$ cat src/rtl/serial_add_ctrl.sv
// Bit-serial adder sequencer: feeds an external combinational full adder LSB-first
// and collects its sum/carry into a WIDTH-bit result plus final carry.
module serial_add_ctrl #(
  parameter int WIDTH = 8
) (
  input  logic             clk,
  input  logic             reset,
  input  logic             start,
  input  logic [WIDTH-1:0] op_a,
  input  logic [WIDTH-1:0] op_b,
  input  logic             carry_in,
  output logic             ready,
  output logic             fa_a0,
  output logic             fa_a1,
  output logic             fa_c0,
  input  logic             fa_s,
  input  logic             fa_c1,
  output logic [WIDTH-1:0] sum,
  output logic             carry_out,
  output logic             done,
  output logic [1:0]       state_dbg
);

  // Handshake: an operation is accepted on any rising edge where start=1 and
  // ready=1; start while ready=0 is dropped, never queued. Operands are
  // captured on that accept edge only, and done pulses once when sum/carry_out
  // hold the new result.

  localparam int CW = (WIDTH > 1) ? $clog2(WIDTH) : 1;
  localparam logic [CW-1:0] LAST_BIT = CW'(WIDTH - 1);

  typedef enum logic [1:0] {
    S_IDLE  = 2'd0,
    S_SHIFT = 2'd1,
    S_DONE  = 2'd2
  } state_t;

  state_t           state;
  state_t           state_nx;
  logic [WIDTH-1:0] a_sh;
  logic [WIDTH-1:0] b_sh;
  logic [WIDTH-1:0] res;
  logic             cy;
  logic [CW-1:0]    cnt;
  logic             last_bit;

  assign last_bit  = (cnt == LAST_BIT);
  assign state_dbg = state;

  always_ff @(posedge clk) begin
    if (!reset) begin
      state <= S_IDLE;
    end else begin
      state <= state_nx;
    end
  end

  always_comb begin
    state_nx = state;
    case (state)
      S_IDLE:  if (start) state_nx = S_SHIFT;
      S_SHIFT: if (last_bit) state_nx = S_DONE;
      S_DONE:  state_nx = S_IDLE;
      default: state_nx = S_IDLE;
    endcase
  end

  always_comb begin
    ready = 1'b0;
    done  = 1'b0;
    fa_a0 = 1'b0;
    fa_a1 = 1'b0;
    fa_c0 = 1'b0;
    case (state)
      S_IDLE: ready = 1'b1;
      S_SHIFT: begin
        fa_a0 = a_sh[0];
        fa_a1 = b_sh[0];
        fa_c0 = cy;
      end
      S_DONE:  done = 1'b1;
      default: ;
    endcase
  end

  // The adder is combinational, so fa_s/fa_c1 already reflect this cycle's bit.
  always_ff @(posedge clk) begin
    if (!reset) begin
      a_sh      <= '0;
      b_sh      <= '0;
      res       <= '0;
      cy        <= 1'b0;
      cnt       <= '0;
      sum       <= '0;
      carry_out <= 1'b0;
    end else begin
      case (state)
        S_IDLE: begin
          if (start) begin
            a_sh <= op_a;
            b_sh <= op_b;
            cy   <= carry_in;
            cnt  <= '0;
          end
        end
        S_SHIFT: begin
          res  <= {fa_s, res[WIDTH-1:1]};
          cy   <= fa_c1;
          a_sh <= {1'b0, a_sh[WIDTH-1:1]};
          b_sh <= {1'b0, b_sh[WIDTH-1:1]};
          cnt  <= cnt + CW'(1);
          if (last_bit) begin
            sum       <= {fa_s, res[WIDTH-1:1]};
            carry_out <= fa_c1;
          end
        end
        default: ;
      endcase
    end
  end

endmodule

$ cat config.mk
export PLATFORM = sky130hd
export DESIGN_NAME = serial_add_ctrl
export DESIGN_NICKNAME = d
export VERILOG_FILES = /design/src/rtl/serial_add_ctrl.sv
export SDC_FILE = /design/constraint.sdc
export NUM_CORES = 1
export LEC_CHECK = 0
export BUFFER_PORTS_ARGS = -buffer_cell sky130_fd_sc_hd__buf_4
export CAP_MARGIN = 20
export CORE_ASPECT_RATIO = 0.75
export CORE_MARGIN = 2
export CORE_UTILIZATION = 30
export DETAILED_ROUTE_END_ITERATION = 7
export GPL_ROUTABILITY_DRIVEN = 0
export PLACE_DENSITY = 0.48
export SLEW_MARGIN = 10
export SYNTH_ARGS = -nofsm -noshare
export SYNTH_HDL_FRONTEND = slang
export SYNTH_SLANG_ARGS = --single-unit
$ cat constraint.sdc
create_clock -name clk -period 1.2 [get_ports clk]
set_input_delay 0.24 -clock clk [delete_from_list [all_inputs] [get_ports clk]]
set_output_delay 0.24 -clock clk [all_outputs]
set_load 0.01 [all_outputs]
==> flow_summary.json, run 1 <==
{
  "cts_tree": "built",
  "setup_viol": 6,
  "grt_pass1_vias": 1424,
  "num_vias": 1460,
  "finalWirelength_mm": 4.27,
  "swShare_pct": 24.9,
  "cp_data_required_time_ns": 0.96,
  "gr-usage-all-layers_pct": 15.2,
  "worst-path-buf-inv": 1,
  "finalMaxSlewViolations": 0,
  "port_buffers": 37,
  "utilization_pct": 49.0,
  "path_max_fanout": 5,
  "worst_setup_hold_path_clk_slew_ns": 0.08,
  "tightest_slew_ns": 0.344,
  "layout.cells.non_filler": 306,
  "synth_nets": 202,
  "synthFlopType": "dfxtp_1",
  "clock_skew_ns": 0.00950,
  "synthCells": 178,
  "p_int_w": 0.00198,
  "ys_ff_latch": 38,
  "coreArea_mm2": 0.00498,
  "dieArea_mm2": 0.00589,
  "drc": 0,
  "antenna_found_initial": 0,
  "final_cell_mix": "buf_4, dfxtp_1, nand2_1",
  "fin_crit_ns": 1.37,
  "synthArstFlopShare_pct": 0,
  "overflow": 0,
  "rsz0062_at_grt": "true",
  "cts.sinks": 38,
  "postLayoutSetupSlackWorst_ns": -0.174,
  "critical_path.max_stage_delay_ns": 0.36,
  "initial_utilization_pct": 31.8,
  "holdCritPathClass": "primary input to flip-flop",
  "final_common_cell": "buf_4",
  "die_height_um": 67.0,
  "layout-drive-gt1-share_pct": 46.2,
  "clk_path_buf_depth": 2,
  "ys_seq_area_share_pct": 47.9,
  "diodes": 0,
  "cpMaxStageDelayCell": "dfxtp_4",
  "p_seq_share_pct": 50.8,
  "path_class": "flip-flop to output pin",
  "cts_max_level": 2,
  "yosys_warnings": 0,
  "syn_to_final_growth_pct": 54.0,
  "root_buffer": "clkbuf_8",
  "peakVddDrop_mv": 0.462,
  "worstPathCellList": "nor2b_4 -> and2_4 -> buf_6",
  "maxCapViolations": 0,
  "grt_start_max_net_pins": 33,
  "first_iter_violations": 54,
  "die_w_um": 88.0,
  "dr.pass1.iters": 4,
  "dp_hpwl_mm": 2.62,
  "syn_area_mm2": 0.00159,
  "clk_latency_ns": 0.29,
  "grt_pass1_wl_mm": 6.76,
  "power_density_mw_per_mm2": 1080,
  "cts_made_buffers": 5,
  "cp-start-kind": "flip-flop",
  "layout.nets": 257,
  "pwr-share-clk_pct": 34.2,
  "ys_types": 23,
  "drtAntennaViolNets": 0,
  "fin_crit_sh_pct": 114,
  "violations": "negative setup slack",
  "combPwrFrac_pct": 15.0,
  "post_drt_wl_per_cell_um": 14.0,
  "finalHoldViolations": 0,
  "p_leak_nw": 0.995,
  "postCtsHoldBufs": 0,
  "pin_count": 38,
  "arrival_ns": 1.13,
  "syn_area_per_cell_um2": 8.91,
  "power.switching_w": 0.000659,
  "crit_family": "simple AND/OR/NAND/NOR gates",
  "row_count": 22,
  "placedCellCount": 286,
  "max_slew_margin_pct": 77.1,
  "fmax_mhz": 728,
  "via_per_inst": 4.77,
  "cp-end-kind": "output pin",
  "synth_edf_count": 0,
  "status": "finished with violations"
}
[kinds of logic (layout without fill, tap and decap cells)]
| logic type | after synthesis | after routing | synth area share, % |
|---|---|---|---|
| simple gates | 64 | 66 | 19.1 |
| mux | 16 | 16 | 10.1 |
| buf+inv | 15 | 69 | 4.10 |
| compound gates | 43 | 43 | 17.2 |
| fa+ha+maj | 2 | 2 | 1.58 |
| flops | 38 | 38 | 47.9 |
[worst paths after layout]
kind                                           startpoint                endpoint  slack [ns]  cells past startpoint
worst max-delay path            state_dbg[0]$_SDFFE_PN0P_                   fa_a0       -0.17                      3
worst min-delay path                                fa_c1  carry_out$_SDFFE_PN0P_        0.18                      3
worst max register to register  state_dbg[0]$_SDFFE_PN0P_    a_sh[6]$_SDFFE_PN0P_        0.01                      4
worst min register to register        sum[7]$_SDFFE_PN0P_     sum[7]$_SDFFE_PN0P_        0.45                      2
[synthesized netlist by cell type, drive strengths merged (2+ instances only)]
| cell | instances | area share (%) |
|---|---|---|
| mux2i | 16 | 10 |
| clkbuf | 9 | 2.1 |
| nand2 | 30 | 7.1 |
| and2 | 4 | 1.6 |
| nor2 | 3 | 0.71 |
| buf | 5 | 1.7 |
| a21boi | 7 | 3.3 |
| dfxtp | 38 | 48 |
| ha | 2 | 1.6 |
| nor2b | 2 | 0.79 |
| o211ai | 15 | 7.1 |
| o21ai | 18 | 5.7 |
| o22ai | 2 | 0.79 |
| nand3 | 20 | 6.3 |
[flip-flops by register name, summed over array words and instances, names as in the netlist]
| register | flops |
|---|---|
| carry_out | 1 |
| state_dbg | 2 |
| a_sh | 8 |
| cy | 1 |
| sum | 8 |
| cnt | 3 |
| res | 7 |
| b_sh | 8 |
[per-layer routing]
| layer | part of all wire (%) | GRT usage (%) |
|---|---|---|
| met2 | 43 | 21.7 |
| met3 | 4.3 | 3.84 |
| met1 | 50 | 21.1 |
| met5 | 0 | 0 |
| met4 | 1.8 | 7.50 |
[layout make-up]
class,instances,area [µm²]
fillers,482,2540
multi-input cells,127,960
flip-flops and latches,38,771
repair buffers,60,528
well taps,72,90.1
clock buffers,7,86.3
clock inverters,1,5.00
inverters,1,3.75
[power by group through the flow]
| stage | combinational [W] | clock (W) | sequential (W) |
|---|---|---|---|
| 2_1_floorplan | 0.000164 | 0 | 0.00136 |
| 3_3_place_gp | 0.000289 | 0 | 0.00137 |
| 3_5_place_dp | 0.000296 | 0 | 0.00137 |
| 4_1_cts | 0.000350 | 0.000935 | 0.00134 |
| 5_1_grt | 0.000429 | 0.000990 | 0.00135 |
| 6_report | 0.000398 | 0.000904 | 0.00134 |
[stage by stage]
stage	setup slack (ns)	total power (W)	instance area (µm²)	hold slack, ns	setup TNS (ns)
2_1_floorplan	0.00171	0.00153	1630	0.370	0
3_5_place_dp	-0.0832	0.00167	2020	0.442	-0.714
4_1_cts	-0.182	0.00262	2260	0.181	-0.901
3_3_place_gp	-0.0456	0.00166	2020	0.438	-0.437
6_report	-0.174	0.00264	2440	0.182	-0.843
5_1_grt	-0.215	0.00277	2440	0.177	-1.44
[worst register-to-register path: cells and delay by family, from the launching register on]
kind	cells	cell delay, ns
buffers and inverters	1	0.12
and+or+nand+nor	2	0.51
DFF	1	0.36
AOI/OAI and AO/OA	1	0.14
[timing repair]
item,CTS,global route
endpoints found under the setup margin,16,35
cloned,2,1
resized for setup,26,43
pin swaps,4,36
buffers inserted,8,2
Power figures use the tool's default switching activity.
==> run 2, diff against run 1 <==
CELL_PAD_IN_SITES_DETAIL_PLACEMENT = 1   (was default)
CELL_PAD_IN_SITES_GLOBAL_PLACEMENT = 1   (was default)
PLACE_DENSITY = 0.61   (was 0.48)
==> run 2 against run 1 <==
The flow still finishes with violations (negative setup slack); sequential power hardly changed; cell count is 1.3% higher; combinational power is 8.0% lower; power is 5.0% higher; clock skew hardly changed; global-route usage is 0.97 points higher; sequential share of layout area is 0.76 points higher; worst hold slack better by 0.012 ns; maximum frequency is 0.51% higher; non-clock buffer count is 5 higher; sequential cell count stayed put; register-to-register slack worse by 0.07 ns; highest routed layer unchanged.
==> flow_summary.json, run 2 (synthesis gave the netlist of run 1 again) <==
{
  "status": "finished with violations",
  "violations": "negative setup slack",
  "busiest_layer": "met2",
  "clock_skew_ns": 0.00944,
  "dieArea_mm2": 0.00589,
  "grt_start_max_net_pins": 36,
  "finalWirelength_mm": 4.65,
  "fin_crit_ns": 1.37,
  "maxCapViolations": 0,
  "rsz0062_at_grt": "true",
  "top_regs": "a_sh: 8 flops, b_sh: 8 flops, sum: 8 flops",
  "cts_tree": "built",
  "tightest_slew_ns": 0.396,
  "peakVddDrop_mv": 0.567,
  "initial_utilization_pct": 31.8,
  "syn_to_final_growth_pct": 49.9,
  "cp_data_required_time_ns": 0.96,
  "dp_hpwl_mm": 3.02,
  "coreArea_mm2": 0.00498,
  "cp-end-kind": "output pin",
  "diodes": 0,
  "finalMaxSlewViolations": 0,
  "overflow": 0,
  "drc": 0,
  "p_leak_nw": 0.987,
  "layout-drive-gt1-share_pct": 40.8,
  "grt_pass1_vias": 1540,
  "use_met2_pct": 26.0,
  "clk_latency_ns": 0.29,
  "via_per_inst": 4.86,
  "reg2reg_setup_slack_ns": -0.06,
  "die_height_um": 67.0,
  "first_iter_violations": 51,
  "clk_path_buf_depth": 2,
  "cts_made_buffers": 5,
  "setup_viol": 26,
  "drtAntennaViolNets": 0,
  "fin_crit_sh_pct": 114,
  "max_slew_margin_pct": 73.6,
  "layout.cells.non_filler": 310,
  "cts_max_level": 2,
  "multi_input_area_um2": 877,
  "row_count": 22,
  "power_density_mw_per_mm2": 1170,
  "gr-usage-all-layers_pct": 16.2,
  "setup_tns_ns": -1.16,
  "layout.nets": 261,
  "final_cell_mix": "buf_4, dfxtp_1, nand2_1",
  "grt_pass1_wl_mm": 7.17,
  "final_common_cell": "buf_4",
  "path_max_fanout": 6,
  "post_drt_wl_per_cell_um": 15.0,
  "postLayoutSetupSlackWorst_ns": -0.167,
  "dr.pass1.iters": 4,
  "die_w_um": 88.0,
  "holdCritPathClass": "primary input to flip-flop",
  "arrival_ns": 1.13,
  "fmax_mhz": 732,
  "port_buffers": 37,
  "root_buffer": "clkbuf_8",
  "utilization_pct": 47.7,
  "met1_usage_pct": 20.6,
  "postCtsHoldBufs": 0,
  "worst_setup_hold_path_clk_slew_ns": 0.08,
  "num_vias": 1506,
  "antenna_found_initial": 0,
  "regArea_um2": 768,
  "use_met3_pct": 3.97,
  "finalHoldViolations": 0,
  "placedCellCount": 290,
  "n_fill_cell": 577,
  "path_class": "flip-flop to output pin",
  "cp-start-kind": "flip-flop",
  "pin_count": 38,
  "cts.sinks": 38
}
[run 2: cell types whose count changed in the layout (fill, tap and decap cells not counted), moves of 4 or more]
cell / delta
o21ai_1: +14
o21ai_2: -11
buf_4: +8
a21boi_0: -4
a21boi_1: +4
[run 2: path summary, 6_finish.rpt]
path | startpoint | to | cells past startpoint
max | state_dbg[1]$_SDFFE_PN0P_ | fa_a0 | 3
min | fa_s | sum[7]$_SDFFE_PN0P_ | 3
max reg2reg | state_dbg[1]$_SDFFE_PN0P_ | cnt[0]$_SDFFE_PN0P_ | 7
min reg2reg | sum[5]$_SDFFE_PN0P_ | sum[5]$_SDFFE_PN0P_ | 2
[run 2: where the power goes]
part	leakage, nW	switching [W]	internal [W]
Combinational	0.623	0.000171	0.000195
Sequential	0.312	0.0000325	0.00131
Clock	0.0524	0.000443	0.000622
[run 2: cell type report]
class / count / area share [%]
Multi-Input combinational cell: 126 / 36.9
Sequential cell: 38 / 32.3
Inverter: 1 / 0.158
Timing Repair Buffer: 65 / 22.4
Clock inverter: 1 / 1.26
Clock buffer: 7 / 3.21
Tap cell: 72 / 3.79
[run 2: repair_timing]
item | 4_1_cts | 5_1_grt
buffers inserted | 7 | 6
pin swaps | 7 | 14
gates resized for setup | 20 | 26
cloned | 0 | 1
endpoints found under the setup margin | 17 | 40
[run 2: per-layer routing]
layer / routed length, µm / up-vias / part of all wire (%)
li1: - / 746 / -
met1: 2160 / 730 / 46
met2: 2270 / 23 / 49
met3: 156 / 7 / 3.4
met4: 64 / 0 / 1.4
met5: 0 / - / 0
[run 2: through the flow]
stage                     power, W  worst slack [ns]  hold slack (ns)  instance area (µm²)
after global placement     0.00167           -0.0535            0.439                 2050
final                      0.00278            -0.167            0.195                 2380
after global routing       0.00291            -0.220            0.189                 2380
after CTS                  0.00278            -0.176            0.177                 2250
after floorplan            0.00153           0.00171            0.370                 1630
after detailed placement   0.00168           -0.0944            0.446                 2050
[run 2: critical path: stages, from the launching register on]
cell and delay (ns):
dfxtp_4 0.37, nor2b_4 0.19, and2_1 0.16, buf_4 0.12
